===== src/rtl/uart_img_pack_wr_pkg.sv =====
// Shared constants and helpers for the UART-to-frame-RAM pixel packer.
package uart_img_pkg;

   localparam int unsigned BYTE_W           = 8;
   localparam int unsigned DEF_DATA_W       = 16;
   localparam int unsigned DEF_ADDR_W       = 16;
   localparam int unsigned DEF_FRAME_WORDS  = 16384;
   localparam int unsigned DEF_IDLE_TIMEOUT = 50000;

   // Smallest r with 2**r >= v (0 for v <= 1).
   function automatic int unsigned clog2(input int unsigned v);
      int unsigned r;
      r = 0;
      for (int i = 0; i < 32; i++) begin
         if ((64'd1 << i) < 64'(v)) r = 32'(i + 1);
      end
      return r;
   endfunction

endpackage


===== src/rtl/uart_img_pack_wr_if.sv =====
// Byte-stream input and frame-RAM write port of the pixel packer.
interface uart_img_pack_wr_if
   import uart_img_pkg::*;
#(
   parameter int unsigned DATA_W = DEF_DATA_W,
   parameter int unsigned ADDR_W = DEF_ADDR_W
);
   logic [BYTE_W-1:0] rx_data;
   logic              Rx_Done;
   logic              clr;
   logic              ram_wr_en;
   logic [ADDR_W-1:0] ram_wr_addr;
   logic [DATA_W-1:0] ram_wr_data;
   logic              frame_done;
   logic              sync_err;
   logic              busy;

   modport master (
      output rx_data, Rx_Done, clr,
      input  ram_wr_en, ram_wr_addr, ram_wr_data, frame_done, sync_err, busy
   );

   modport slave (
      input  rx_data, Rx_Done, clr,
      output ram_wr_en, ram_wr_addr, ram_wr_data, frame_done, sync_err, busy
   );
endinterface


===== src/rtl/uart_img_pack_wr_rx_idle_timer.sv =====
// Counts Clk cycles without a received byte; flags the cycle the silence limit is reached.
module rx_idle_timer
   import uart_img_pkg::*;
#(
   parameter int unsigned IDLE_TIMEOUT = DEF_IDLE_TIMEOUT
) (
   input  logic Clk,
   input  logic Reset_n,
   input  logic i_enable,
   input  logic i_restart,
   output logic o_timeout_c
);
   localparam int unsigned CNT_W = (clog2(IDLE_TIMEOUT + 1) > 0) ? clog2(IDLE_TIMEOUT + 1) : 1;
   localparam logic [CNT_W-1:0] LAST_CNT = CNT_W'(IDLE_TIMEOUT - 1);
   localparam bit TIMER_ON = (IDLE_TIMEOUT != 0);

   logic [CNT_W-1:0] r_idle_cnt;
   logic             w_at_last;

   assign w_at_last   = (r_idle_cnt == LAST_CNT);
   // A byte arriving in the limit cycle cancels the timeout.
   assign o_timeout_c = TIMER_ON && i_enable && !i_restart && w_at_last;

   always_ff @(posedge Clk or negedge Reset_n) begin
      if (!Reset_n) begin
         r_idle_cnt <= '0;
      end else if (!i_enable || i_restart || w_at_last) begin
         r_idle_cnt <= '0;
      end else begin
         r_idle_cnt <= r_idle_cnt + CNT_W'(1);
      end
   end
endmodule


===== src/rtl/uart_img_pack_wr.sv =====
// Packs received UART bytes into DATA_W-bit words and writes them to sequential
// frame-RAM addresses, with frame-complete, sync clear and idle-timeout resync.
module uart_img_pack_wr
   import uart_img_pkg::*;
#(
   parameter int unsigned DATA_W       = DEF_DATA_W,
   parameter int unsigned ADDR_W       = DEF_ADDR_W,
   parameter int unsigned FRAME_WORDS  = DEF_FRAME_WORDS,
   parameter bit          MSB_FIRST    = 1'b1,
   parameter int unsigned IDLE_TIMEOUT = DEF_IDLE_TIMEOUT
) (
   input logic              Clk,
   input logic              Reset_n,
   uart_img_pack_wr_if.slave bus
);
   localparam int unsigned BPW    = DATA_W / BYTE_W;
   localparam int unsigned BIDX_W = (BPW > 1) ? clog2(BPW) : 1;
   localparam logic [BIDX_W-1:0] LAST_BYTE = BIDX_W'(BPW - 1);
   localparam logic [ADDR_W-1:0] LAST_WORD = ADDR_W'(FRAME_WORDS - 1);

   logic [DATA_W-1:0] r_shift;
   logic [BIDX_W-1:0] r_byte_idx;
   logic [ADDR_W-1:0] r_word_cnt;
   logic              r_busy;
   logic              r_wr_en;
   logic [ADDR_W-1:0] r_wr_addr;
   logic [DATA_W-1:0] r_wr_data;
   logic              r_frame_done;
   logic              r_sync_err;
   logic [DATA_W-1:0] w_word;
   logic              w_timeout;

   // Shift register with the current byte merged in, in the selected byte order.
   always_comb begin
      w_word = '0;
      if (MSB_FIRST) begin
         w_word = (r_shift << BYTE_W) | DATA_W'(bus.rx_data);
      end else begin
         w_word = (r_shift >> BYTE_W) | (DATA_W'(bus.rx_data) << (DATA_W - BYTE_W));
      end
   end

   rx_idle_timer #(
      .IDLE_TIMEOUT (IDLE_TIMEOUT)
   ) u_idle_timer (
      .Clk         (Clk),
      .Reset_n     (Reset_n),
      .i_enable    (r_busy),
      .i_restart   (bus.Rx_Done | bus.clr),
      .o_timeout_c (w_timeout)
   );

   always_ff @(posedge Clk or negedge Reset_n) begin
      if (!Reset_n) begin
         r_shift      <= '0;
         r_byte_idx   <= '0;
         r_word_cnt   <= '0;
         r_busy       <= 1'b0;
         r_wr_en      <= 1'b0;
         r_wr_addr    <= '0;
         r_wr_data    <= '0;
         r_frame_done <= 1'b0;
         r_sync_err   <= 1'b0;
      end else begin
         r_wr_en      <= 1'b0;
         r_frame_done <= 1'b0;
         r_sync_err   <= 1'b0;
         if (bus.clr) begin
            // Held write address/data are left untouched.
            r_shift    <= '0;
            r_byte_idx <= '0;
            r_word_cnt <= '0;
            r_busy     <= 1'b0;
         end else if (bus.Rx_Done) begin
            r_busy <= 1'b1;
            if (r_byte_idx == LAST_BYTE) begin
               r_wr_en    <= 1'b1;
               r_wr_addr  <= r_word_cnt;
               r_wr_data  <= w_word;
               r_shift    <= '0;
               r_byte_idx <= '0;
               if (r_word_cnt == LAST_WORD) begin
                  r_word_cnt   <= '0;
                  r_frame_done <= 1'b1;
                  r_busy       <= 1'b0;
               end else begin
                  r_word_cnt <= r_word_cnt + ADDR_W'(1);
               end
            end else begin
               r_shift    <= w_word;
               r_byte_idx <= r_byte_idx + BIDX_W'(1);
            end
         end else if (w_timeout) begin
            r_sync_err <= (r_byte_idx != '0);
            r_shift    <= '0;
            r_byte_idx <= '0;
            r_word_cnt <= '0;
            r_busy     <= 1'b0;
         end
      end
   end

   assign bus.ram_wr_en   = r_wr_en;
   assign bus.ram_wr_addr = r_wr_addr;
   assign bus.ram_wr_data = r_wr_data;
   assign bus.frame_done  = r_frame_done;
   assign bus.sync_err    = r_sync_err;
   assign bus.busy        = r_busy;
endmodule


===== src/flat_wrapper.sv =====
// flat-port wrapper written by rule: the top's interface ports become plain ports
module uart_img_pack_wr_flat import uart_img_pkg::*;
#(
   parameter int unsigned DATA_W       = DEF_DATA_W,
   parameter int unsigned ADDR_W       = DEF_ADDR_W,
   parameter int unsigned FRAME_WORDS  = DEF_FRAME_WORDS,
   parameter bit          MSB_FIRST    = 1'b1,
   parameter int unsigned IDLE_TIMEOUT = DEF_IDLE_TIMEOUT
)
  (Clk, Reset_n, bus_rx_data, bus_Rx_Done, bus_clr, bus_ram_wr_en, bus_ram_wr_addr, bus_ram_wr_data, bus_frame_done, bus_sync_err, bus_busy);
  uart_img_pack_wr_if #(.DATA_W(DATA_W), .ADDR_W(ADDR_W)) bus_i ();
  input logic Clk;
  input logic Reset_n;
  input wire logic [$bits(bus_i.rx_data)-1:0] bus_rx_data;
  input wire logic [$bits(bus_i.Rx_Done)-1:0] bus_Rx_Done;
  input wire logic [$bits(bus_i.clr)-1:0] bus_clr;
  output wire logic [$bits(bus_i.ram_wr_en)-1:0] bus_ram_wr_en;
  output wire logic [$bits(bus_i.ram_wr_addr)-1:0] bus_ram_wr_addr;
  output wire logic [$bits(bus_i.ram_wr_data)-1:0] bus_ram_wr_data;
  output wire logic [$bits(bus_i.frame_done)-1:0] bus_frame_done;
  output wire logic [$bits(bus_i.sync_err)-1:0] bus_sync_err;
  output wire logic [$bits(bus_i.busy)-1:0] bus_busy;
  assign bus_i.rx_data = bus_rx_data;
  assign bus_i.Rx_Done = bus_Rx_Done;
  assign bus_i.clr = bus_clr;
  assign bus_ram_wr_en = bus_i.ram_wr_en;
  assign bus_ram_wr_addr = bus_i.ram_wr_addr;
  assign bus_ram_wr_data = bus_i.ram_wr_data;
  assign bus_frame_done = bus_i.frame_done;
  assign bus_sync_err = bus_i.sync_err;
  assign bus_busy = bus_i.busy;
  uart_img_pack_wr #(.DATA_W(DATA_W), .ADDR_W(ADDR_W), .FRAME_WORDS(FRAME_WORDS), .MSB_FIRST(MSB_FIRST), .IDLE_TIMEOUT(IDLE_TIMEOUT)) u_core (.Clk(Clk), .Reset_n(Reset_n), .bus(bus_i));
endmodule

===== config.mk =====
export PLATFORM = sky130hd
export DESIGN_NAME = uart_img_pack_wr_flat
export DESIGN_NICKNAME = d
export VERILOG_FILES = /design/src/rtl/uart_img_pack_wr_pkg.sv /design/src/rtl/uart_img_pack_wr_if.sv /design/src/rtl/uart_img_pack_wr_rx_idle_timer.sv /design/src/rtl/uart_img_pack_wr.sv /design/src/flat_wrapper.sv
export SDC_FILE = /design/constraint.sdc
export NUM_CORES = 1
export LEC_CHECK = 0
export BUFFER_PORTS_ARGS = -buffer_cell sky130_fd_sc_hd__buf_2
export CORE_MARGIN = 10
export CORE_UTILIZATION = 28
export DETAILED_ROUTE_END_ITERATION = 8
export GPL_TIMING_DRIVEN = 0
export PLACE_DENSITY_LB_ADDON = 0.08
export SYNTH_ARGS = -nofsm -noshare
export SYNTH_HDL_FRONTEND = slang
export SYNTH_SLANG_ARGS = --single-unit

===== constraint.sdc =====
create_clock -name Clk -period 2.12 [get_ports Clk]
set_clock_uncertainty 0.2 [all_clocks]
set_input_delay 0.424 -clock Clk [delete_from_list [all_inputs] [get_ports Clk]]
set_output_delay 0.424 -clock Clk [all_outputs]
set_load 0.005 [all_outputs]

Yosys cells after proc, flatten, opt, wreduce, memory -nomap -nowiden
Index checks and enable logic that the tools add are counted.

storage, ports and cells
  register bits after elaboration = 77
  output and inout bits = 36
  logic and storage cells = 55

operators by class
  add/sub/neg operators = 3
  equal/unequal tests = 3
  mux-type cells = 27
  bitwise logic cells = 3
  reduce and logical (&&, ||, !) cells = 9

operators by type and width
  kind                                                    number
  2-to-1 mux 16 bit                                       6
  adder 16 x 1 -> 16 bit (second input constant)          2
  2-to-1 mux 8 bit                                        3
  2-to-1 mux 1 bit                                        18
  equality test 16 x 14 -> 1 bit (second input constant)  1
  equality test 16 bit (second input constant)            1
  OR 16 x 8 -> 16 bit                                     1
  != test 3 x 1 -> 1 bit (second input constant)          1
  AND reduction 3 bit                                     1
  nonzero test 3 bit                                      1
  logical AND 1 bit                                       2
  zero test 1 bit                                         2
  logical OR 1 bit                                        2
  AND reduction 2 bit                                     1
  adder 1 bit (second input constant)                     1
  inverter 1 bit                                          1
  OR 1 bit                                                1

Depth between registers and ports, before layout
Gate-level depths: netlist of the first run.

  word-level depth = 7
  gate-level depth with buffers = 7

Modules after synthesis
From an unflattened synthesis of the first run, not the netlist that was laid out.

unflattened totals
  cells, all modules = 292
  area total of the unflattened synthesis = 3488.3 µm²

by module, submodules not included
  module            times used  cells an instance  area each (µm²)  seq. area each (µm²)
  uart_img_pack_wr  1           210                2560.0           1526.5
  rx_idle_timer     1           82                 928.4            400.4

Worst setup path after synthesis of the first run
Ideal clock, no wire load.

  path kind = flip-flop to flip-flop
  start = reg u_core.u_idle_timer.r_idle_cnt[13]
  end = reg u_core.r_word_cnt[13]
  library setup time = 0.087 ns
  arrival = 1.692 ns
  setup slack = 0.140 ns
  stages on the path, launching flop included = 5
  path buffers = 0
  path through = dfrtp_1 -> nor4b_4 -> a41oi_4 -> or4_1 -> a22oi_1

on the way
  cells in the longest elaborated chain, start to end = 4

ends and longest elaborated chain
  what                           RTL line                              RTL
  start, declared                uart_img_pack_wr_rx_idle_timer.sv:17  logic [CNT_W-1:0] r_idle_cnt;
  start signal, assigned         uart_img_pack_wr_rx_idle_timer.sv:30  r_idle_cnt <= r_idle_cnt + CNT_W'(1);
  equality test 16 bit           uart_img_pack_wr_rx_idle_timer.sv:20  assign w_at_last = (r_idle_cnt == LAST_CNT);
  logical AND 1 bit              uart_img_pack_wr_rx_idle_timer.sv:22  assign o_timeout_c = TIMER_ON && i_enable && !i_restart && w_at_last;
  nonzero test 3 bit (no line)   n/a
  AND reduction 2 bit (no line)  n/a
  end signal, assigned           uart_img_pack_wr.sv:87                r_word_cnt <= r_word_cnt + ADDR_W'(1);
  end, declared                  uart_img_pack_wr.sv:23                logic [ADDR_W-1:0] r_word_cnt;

No other way between the ends.
A chain may end at the register's enable or synchronous reset.

Worst setup path in the final report of the first run
  start = reg u_core.u_idle_timer.r_idle_cnt[5]
  end = reg u_core.r_word_cnt[15]

Same word-level chain as after synthesis.

==> summary.md, run 1 <==
| Metric | Value |
|---|---|
| Met3 WL post-DR | 445 um |
| Clk buf depth | 2 |
| Final worst slack | 0.0434 ns |
| Row cnt | 40 |
| CTS Buf Count | 9 |
| Drc violations | 0 |
| Max Slew Vio Count | 0 |
| GPL Wtd Cong | 0.750 |
| Die area | 17200 um^2 |
| Worst Hold Class | primary input to flip-flop |
| # H-tree levels | 3 |
| Seq cells post-synth | 77 |
| GR Util All Layers | 10.5% |
| Post-synth top area share | 55.7% |
| Fin. Hold Viols | 0 |
| CP cell instances | and4bb_2 -> a41oi_4 -> or4_1 -> a22oi_1 |
| Synth Area in Compound Gates | 12.2% |
| FFs w/ async S/R, synth | 100% |
| Final Setup Violations | 0 |
| Setup TNS | 0 ns |
| Final #Nets | 399 |
| Final Routed Wirelength | 8860 um |
| Post-Synth XOR/XNOR Area | 2.53% |
| Synthesized-area fraction occupied by adder cells | 0.723% |
| Yosys cell types | 42 |
| Post-DR vias/cell | 4.74 |
| Min Tclk post-route | 2.08 ns |
| Gr ovfl total | 0 |
| Slew @ Worst Pin | 0.634 ns |
| WHS Path Cells | 2 |
| Number of clock sinks | 77 |
| Die Y | 131 um |
| Routed length on met2 | 3890 um |
| Critical path launch point type | flip-flop |
| Vias in the first global route | 2678 |
| Layout cell share with drive strength beyond 1 | 31.3% |
| Crit path required time | 2.17 ns |
| R2R depth | 4 |
| Initial antenna violation count | 0 |
| Top Metal Used | met4 |
| Synthesized area per cell | 10.9 um^2 |
| Post-Place Setup Slack | -0.499 ns |
| Fillers | 1231 |
| Max Freq | 482 MHz |
| CP max FO | 9 |
| P_leak | 2.06 nW |
| First-pass GRT wire length | 14500 um |
| Post-DP HPWL | 6100 um |
| Clk_lat worst skew | 0.34 ns |
| Post-synth EDFFs | 0 |
| WL/cell | 15.9 um |
| Antenna-violating nets left | 0 |
| CTS tree | done |
| Area Growth Syn to Fin | 26.5% |
| Worst vdd ir | 0.000446 V |
| Metal1 wirelength | 4370 um |
| Most numerous cell in the Yosys netlist | dfrtp_1 |
| Core ar. | 12100 um^2 |
| Largest family of logic cells by synthesized area | simple AND/OR/NAND/NOR gates |
| Starting DRC count in detailed routing | 116 |
| Arr. time, crit path | 2.13 ns |
| Placed cell areas | 3920 um^2 |
| CP Capture Type | flip-flop |
| Reg clk slew, reported paths | 0.06 ns |
| Design Area, Final | 4380 um^2 |
| Hold_ws | 0.117 ns |
| Top post-synthesis cells by area | dfrtp_1 (56%), nand2_1 (6.4%), mux2_2 (5.9%) |
| Final Cycle Share | 98.0% |
| Sequential area share after synthesis | 55.7% |
| Status | finished clean |
| Synth Area in Simple Gates | 20.2% |
| PD cells | 807 nW/um^2 |
| Starting Density | 28.7% |
| Maxcap violations | 0 |
| Worst rel slew slack | 57.6% |
| Crit-path slowest cell | or4_1 |
| Diodes inserted | 0 |
| Synth top cells by count | dfrtp_1 (77), nand2_1 (59), mux2_2 (18), nor2_1 (18), nand3_1 (12) |
| YS warnings | 0 |
| Cell Area, Synth | 3460 um^2 |
| Crit path largest cell delay | 0.56 ns |
| Clock root buffer | clkbuf_16 |
| Largest net degree at the start of global routing | 42 |
| Syn_nets | 332 |
| Area leader, netlist | dfrtp_1 |
| IO Count | 48 |
| IO buf count | 45 |
| DR vias | 2647 |
| Drt pass-1 iters | 4 |
| CP Class | flip-flop to flip-flop |
| Horiz. Die Dim | 131 um |
| Unrepaired setup endpoints after global routing | true |
| Mux cell area share after synthesis | 6.44% |
| Syn Inst Count | 318 |
| Top FF cell, synth | dfrtp_1 |
metrics by stage:
step	power [mW]	util (%)	instances
2_1_floorplan	1.78	-	318
3_3_place_gp	1.94	32.3	531
3_5_place_dp	1.96	32.5	532
4_1_cts	3.59	35.5	552
5_1_grt	3.72	36.3	558
6_report	3.54	36.3	558
final cells by class:
| class | count | area (um^2) | area share [%] |
|---|---|---|---|
| clock buffer | 12 | 267 | 6.09 |
| buffer | 13 | 72.6 | 1.66 |
| sequential | 77 | 1930 | 44.1 |
| clock inverter | 4 | 45.0 | 1.03 |
| tap | 168 | 210 | 4.80 |
| timing repair buffer | 57 | 333 | 7.60 |
| multi-input combinational | 224 | 1510 | 34.4 |
| inverter | 3 | 15.0 | 0.343 |
sequential cells by signal, summed over array words and instances, names as in the netlist:
signal and cells:
u_core.bus.ram_wr_addr 16, u_core.u_idle_timer.r_idle_cnt 16, u_core.bus.ram_wr_en 1, u_core.bus.ram_wr_data 16
u_core.bus.busy 1, u_core.bus.sync_err 1, u_core.r_word_cnt 16, u_core.r_shift 8
u_core.r_byte_idx 1, u_core.bus.frame_done 1
what timing repair did:
item                                   4_1_cts  5_1_grt
gates resized for setup                     12       15
hold buffers                                 1        0
setup buffers                                3        7
pin swaps                                    3        3
setup endpoints to repair                   40       31
gates cloned                                 0        0
endpoints found under the hold margin       40        0
cell families (layout without fill, tap and decap cells):
group,Yosys count,after routing
mux,20,20
simple gates,134,134
compound gates,58,58
fa+ha+maj,2,2
flops,77,77
buf+inv,17,89
xor+xnor,10,10
cell usage in the layout (no fill, tap or decap), drive strengths merged, types with 3 or more instances in the layout:
| cell | instances |
|---|---|
| dfrtp | 77 |
| buf | 66 |
| nand2 | 59 |
| nor2 | 18 |
| mux2 | 18 |
| clkbuf | 15 |
| nand3 | 12 |
| a21oi | 10 |
| o21ai | 10 |
| a22o | 9 |
| or3 | 8 |
| xor2 | 8 |
| nand4 | 8 |
| or4 | 7 |
| o211ai | 7 |
| o31ai | 7 |
| and3 | 7 |
| and4 | 6 |
| a22oi | 6 |
| clkinv | 3 |
| a41oi | 3 |
worst max-delay path: cells and delay by family, from the launching register on:
kind               cells  cell delay [ns]
DFF                    1             0.44
AOI/OAI and AO/OA      2             0.37
and+or+nand+nor        2             0.98
report_power, final:
part | internal, mW | switching [mW]
Sequential | 1.56 | 0.0492
Clock | 1.00 | 0.599
Combinational | 0.153 | 0.171
metal layers:
layer | vias up | global-route usage (%)
met1 | 1299 | 13.6
met5 | - | 0
li1 | 1288 | -
met2 | 49 | 15.4
met3 | 11 | 3.32
met4 | 0 | 4.88
worst paths after layout:
kind / startpoint / to / slack, ns
worst max-delay path: u_core.u_idle_timer.r_idle_cnt[5]$_DFF_PN0_ / u_core.r_word_cnt[15]$_DFFE_PN0P_ / 0.04
worst min-delay path: bus_rx_data[0] / u_core.r_shift[0]$_DFFE_PN0P_ / 0.12
worst max register to register: u_core.u_idle_timer.r_idle_cnt[5]$_DFF_PN0_ / u_core.r_word_cnt[15]$_DFFE_PN0P_ / 0.04
worst min register to register: u_core.u_idle_timer.r_idle_cnt[0]$_DFF_PN0_ / u_core.u_idle_timer.r_idle_cnt[0]$_DFF_PN0_ / 0.25
max in group asynchronous: Reset_n / u_core.r_word_cnt[4]$_DFFE_PN0P_ / 0.68
min in group asynchronous: Reset_n / u_core.bus.ram_wr_en$_DFF_PN0_ / 0.42
Note: power is estimated with default switching activity, not from simulation.
==> inputs of run 2 (changes only) <==
--- a/config.mk
+++ b/config.mk
@@ -11,6 +11,7 @@
 export DETAILED_ROUTE_END_ITERATION = 8
 export GPL_TIMING_DRIVEN = 0
 export PLACE_DENSITY_LB_ADDON = 0.08
+export REMOVE_ABC_BUFFERS = 1
 export SYNTH_ARGS = -nofsm -noshare
 export SYNTH_HDL_FRONTEND = slang
 export SYNTH_SLANG_ARGS = --single-unit
==> run 2 against run 1 <==
  * Power down 1.5%
  * Combinational power grew 3%
  * Count of clock-buffer cells in the layout is 3 lower
  * Final cell count decreased by 0.72%
  * Die area did not move
  * Clock power is 4% lower
==> summary.md, run 2 (same netlist as run 1, synthesis figures left out) <==
| Metric | Value |
|---|---|
| IO buf count | 47 |
| GPL Wtd Cong | 0.740 |
| CTS tree | done |
| Max Freq | 488 MHz |
| Drt pass-1 iters | 4 |
| Max Slew Vio Count | 0 |
| Placed cell areas | 3880 um^2 |
| Clock power frac | 44.1% |
| Status | finished clean |
| Unrepaired setup endpoints after global routing | true |
| Worst rel slew slack | 44.3% |
| Starting Density | 28.7% |
| Clock root buffer | clkbuf_16 |
| Crit path largest cell delay | 0.55 ns |
| Fin. Hold Viols | 0 |
| First-pass GRT wire length | 14700 um |
| Clk_lat worst skew | 0.35 ns |
| CP Depth | 5 |
| CP bufs+invs | 0 |
| Most frequent cells in the layout | dfrtp_1 (71), nand2_1 (58), buf_2 (46) |
| # H-tree levels | 3 |
| Final #Nets | 396 |
| GR Util All Layers | 10.6% |
| Post-Place Setup Slack | -0.953 ns |
| Vias in the first global route | 2692 |
| Final Routed Wirelength | 8930 um |
| R2R depth | 5 |
| Die area | 17200 um^2 |
| Internal | 2.63 mW |
| Gr ovfl total | 0 |
| CP max FO | 5 |
| Setup TNS | 0 ns |
| Min Tclk post-route | 2.05 ns |
| Crit path required time | 2.18 ns |
| Switching part of the total power | 24.5% |
| Design Area, Final | 4410 um^2 |
| Worst Hold Class | primary input to flip-flop |
| Diodes inserted | 0 |
| Fin util | 36.5% |
| Crit-path slowest cell | or4_1 |
| Final Cycle Share | 96.6% |
| Number of clock sinks | 77 |
| CP top delay family | simple AND/OR/NAND/NOR gates |
| P_leak | 2.06 nW |
| WL/cell | 16.1 um |
| Maxcap violations | 0 |
| Commonest non-fill, non-tap cell in the layout | dfrtp_1 |
| Reg clk slew, reported paths | 0.06 ns |
| Post-DP HPWL | 5640 um |
| Antenna-violating nets left | 0 |
| DR vias | 2701 |
| Post-DR vias/cell | 4.88 |
| Worst vdd ir | 0.000515 V |
| Area Growth Syn to Fin | 27.3% |
| Clk buf depth | 2 |
| Largest net degree at the start of global routing | 43 |
| Final worst slack | 0.0721 ns |
| Drc violations | 0 |
| IO Count | 48 |
| Fillers | 1237 |
| Arr. time, crit path | 2.11 ns |
| Critical path launch point type | flip-flop |
| CP cell instances | ha_2 -> and3_2 -> nand4_1 -> or4_1 -> a22oi_1 |
| Gate power share | 9.7% |
| CP Capture Type | flip-flop |
| Initial antenna violation count | 0 |
| Core ar. | 12100 um^2 |
| CP Class | flip-flop to flip-flop |
| Final Setup Violations | 0 |
| PD cells | 790 nW/um^2 |
| CTS Buf Count | 9 |
| Die Y | 131 um |
| Horiz. Die Dim | 131 um |
| WHS Path Cells | 2 |
| Layout cell share with drive strength beyond 1 | 31.6% |
| Starting DRC count in detailed routing | 160 |
| Row cnt | 40 |
| Slew @ Worst Pin | 0.833 ns |
| Psw | 0.853 mW |
| Flop pwr share | 46.2% |
[run 2: changes by cell type in the layout (fill, tap and decap cells not counted), sizes merged]
cell      change
a41oi         +1
buf           -1
clkbuf        -6
clkinvlp      +1
inv           +1
[run 2: what timing repair did]
| item | in CTS | in global routing |
|---|---|---|
| gates resized for setup | 12 | 14 |
| endpoints found under the setup margin | 42 | 29 |
| pin swaps | 4 | 3 |
| hold buffers | 1 | 0 |
| gates cloned | 0 | 1 |
| setup buffers | 9 | 7 |
| hold endpoints to repair | 35 | 0 |
[run 2: path summary, 6_finish.rpt]
path / from / endpoint / slack (ns)
worst max-delay path: u_core.r_word_cnt[0]$_DFFE_PN0P_ / u_core.r_word_cnt[14]$_DFFE_PN0P_ / 0.07
worst min-delay path: bus_rx_data[1] / u_core.r_shift[1]$_DFFE_PN0P_ / 0.11
worst max register to register: u_core.r_word_cnt[0]$_DFFE_PN0P_ / u_core.r_word_cnt[14]$_DFFE_PN0P_ / 0.07
worst min register to register: u_core.u_idle_timer.r_idle_cnt[0]$_DFF_PN0_ / u_core.u_idle_timer.r_idle_cnt[0]$_DFF_PN0_ / 0.25
max in group asynchronous: Reset_n / u_core.u_idle_timer.r_idle_cnt[10]$_DFF_PN0_ / 0.73
min in group asynchronous: Reset_n / u_core.bus.ram_wr_addr[11]$_DFFE_PN0P_ / 0.40
[run 2: power groups by stage]
stage	Sequential, mW	Clock [mW]	Combinational [mW]
floorplan	1.64	0	0.126
global placement	1.63	0	0.302
detailed placement	1.64	0	0.310
CTS	1.61	1.59	0.334
global route	1.62	1.64	0.385
finish	1.61	1.54	0.336
[run 2: cell type report]
class | count | area, um^2 | share of cell area [%]
Multi-Input combinational cell | 225 | 1540 | 35.0
Timing Repair Buffer | 66 | 419 | 9.51
Clock buffer | 9 | 225 | 5.11
Tap cell | 168 | 210 | 4.77
Clock inverter | 6 | 63.8 | 1.45
Sequential cell | 77 | 1930 | 43.9
Inverter | 3 | 12.5 | 0.284
[run 2: metrics by stage]
step | power, mW | hold WS [ns] | instances
2_1_floorplan | 1.77 | -0.0716 | 304
5_1_grt | 3.65 | 0.106 | 554
6_report | 3.48 | 0.108 | 554
3_3_place_gp | 1.94 | 0.239 | 519
4_1_cts | 3.53 | 0.0949 | 546
3_5_place_dp | 1.95 | 0.230 | 521
[run 2: layer usage]
layer  track usage, %  wire [um]
met3             3.73        522
met1             13.7       4210
met2             15.4       4050
met4             4.69        144
met5                0          0
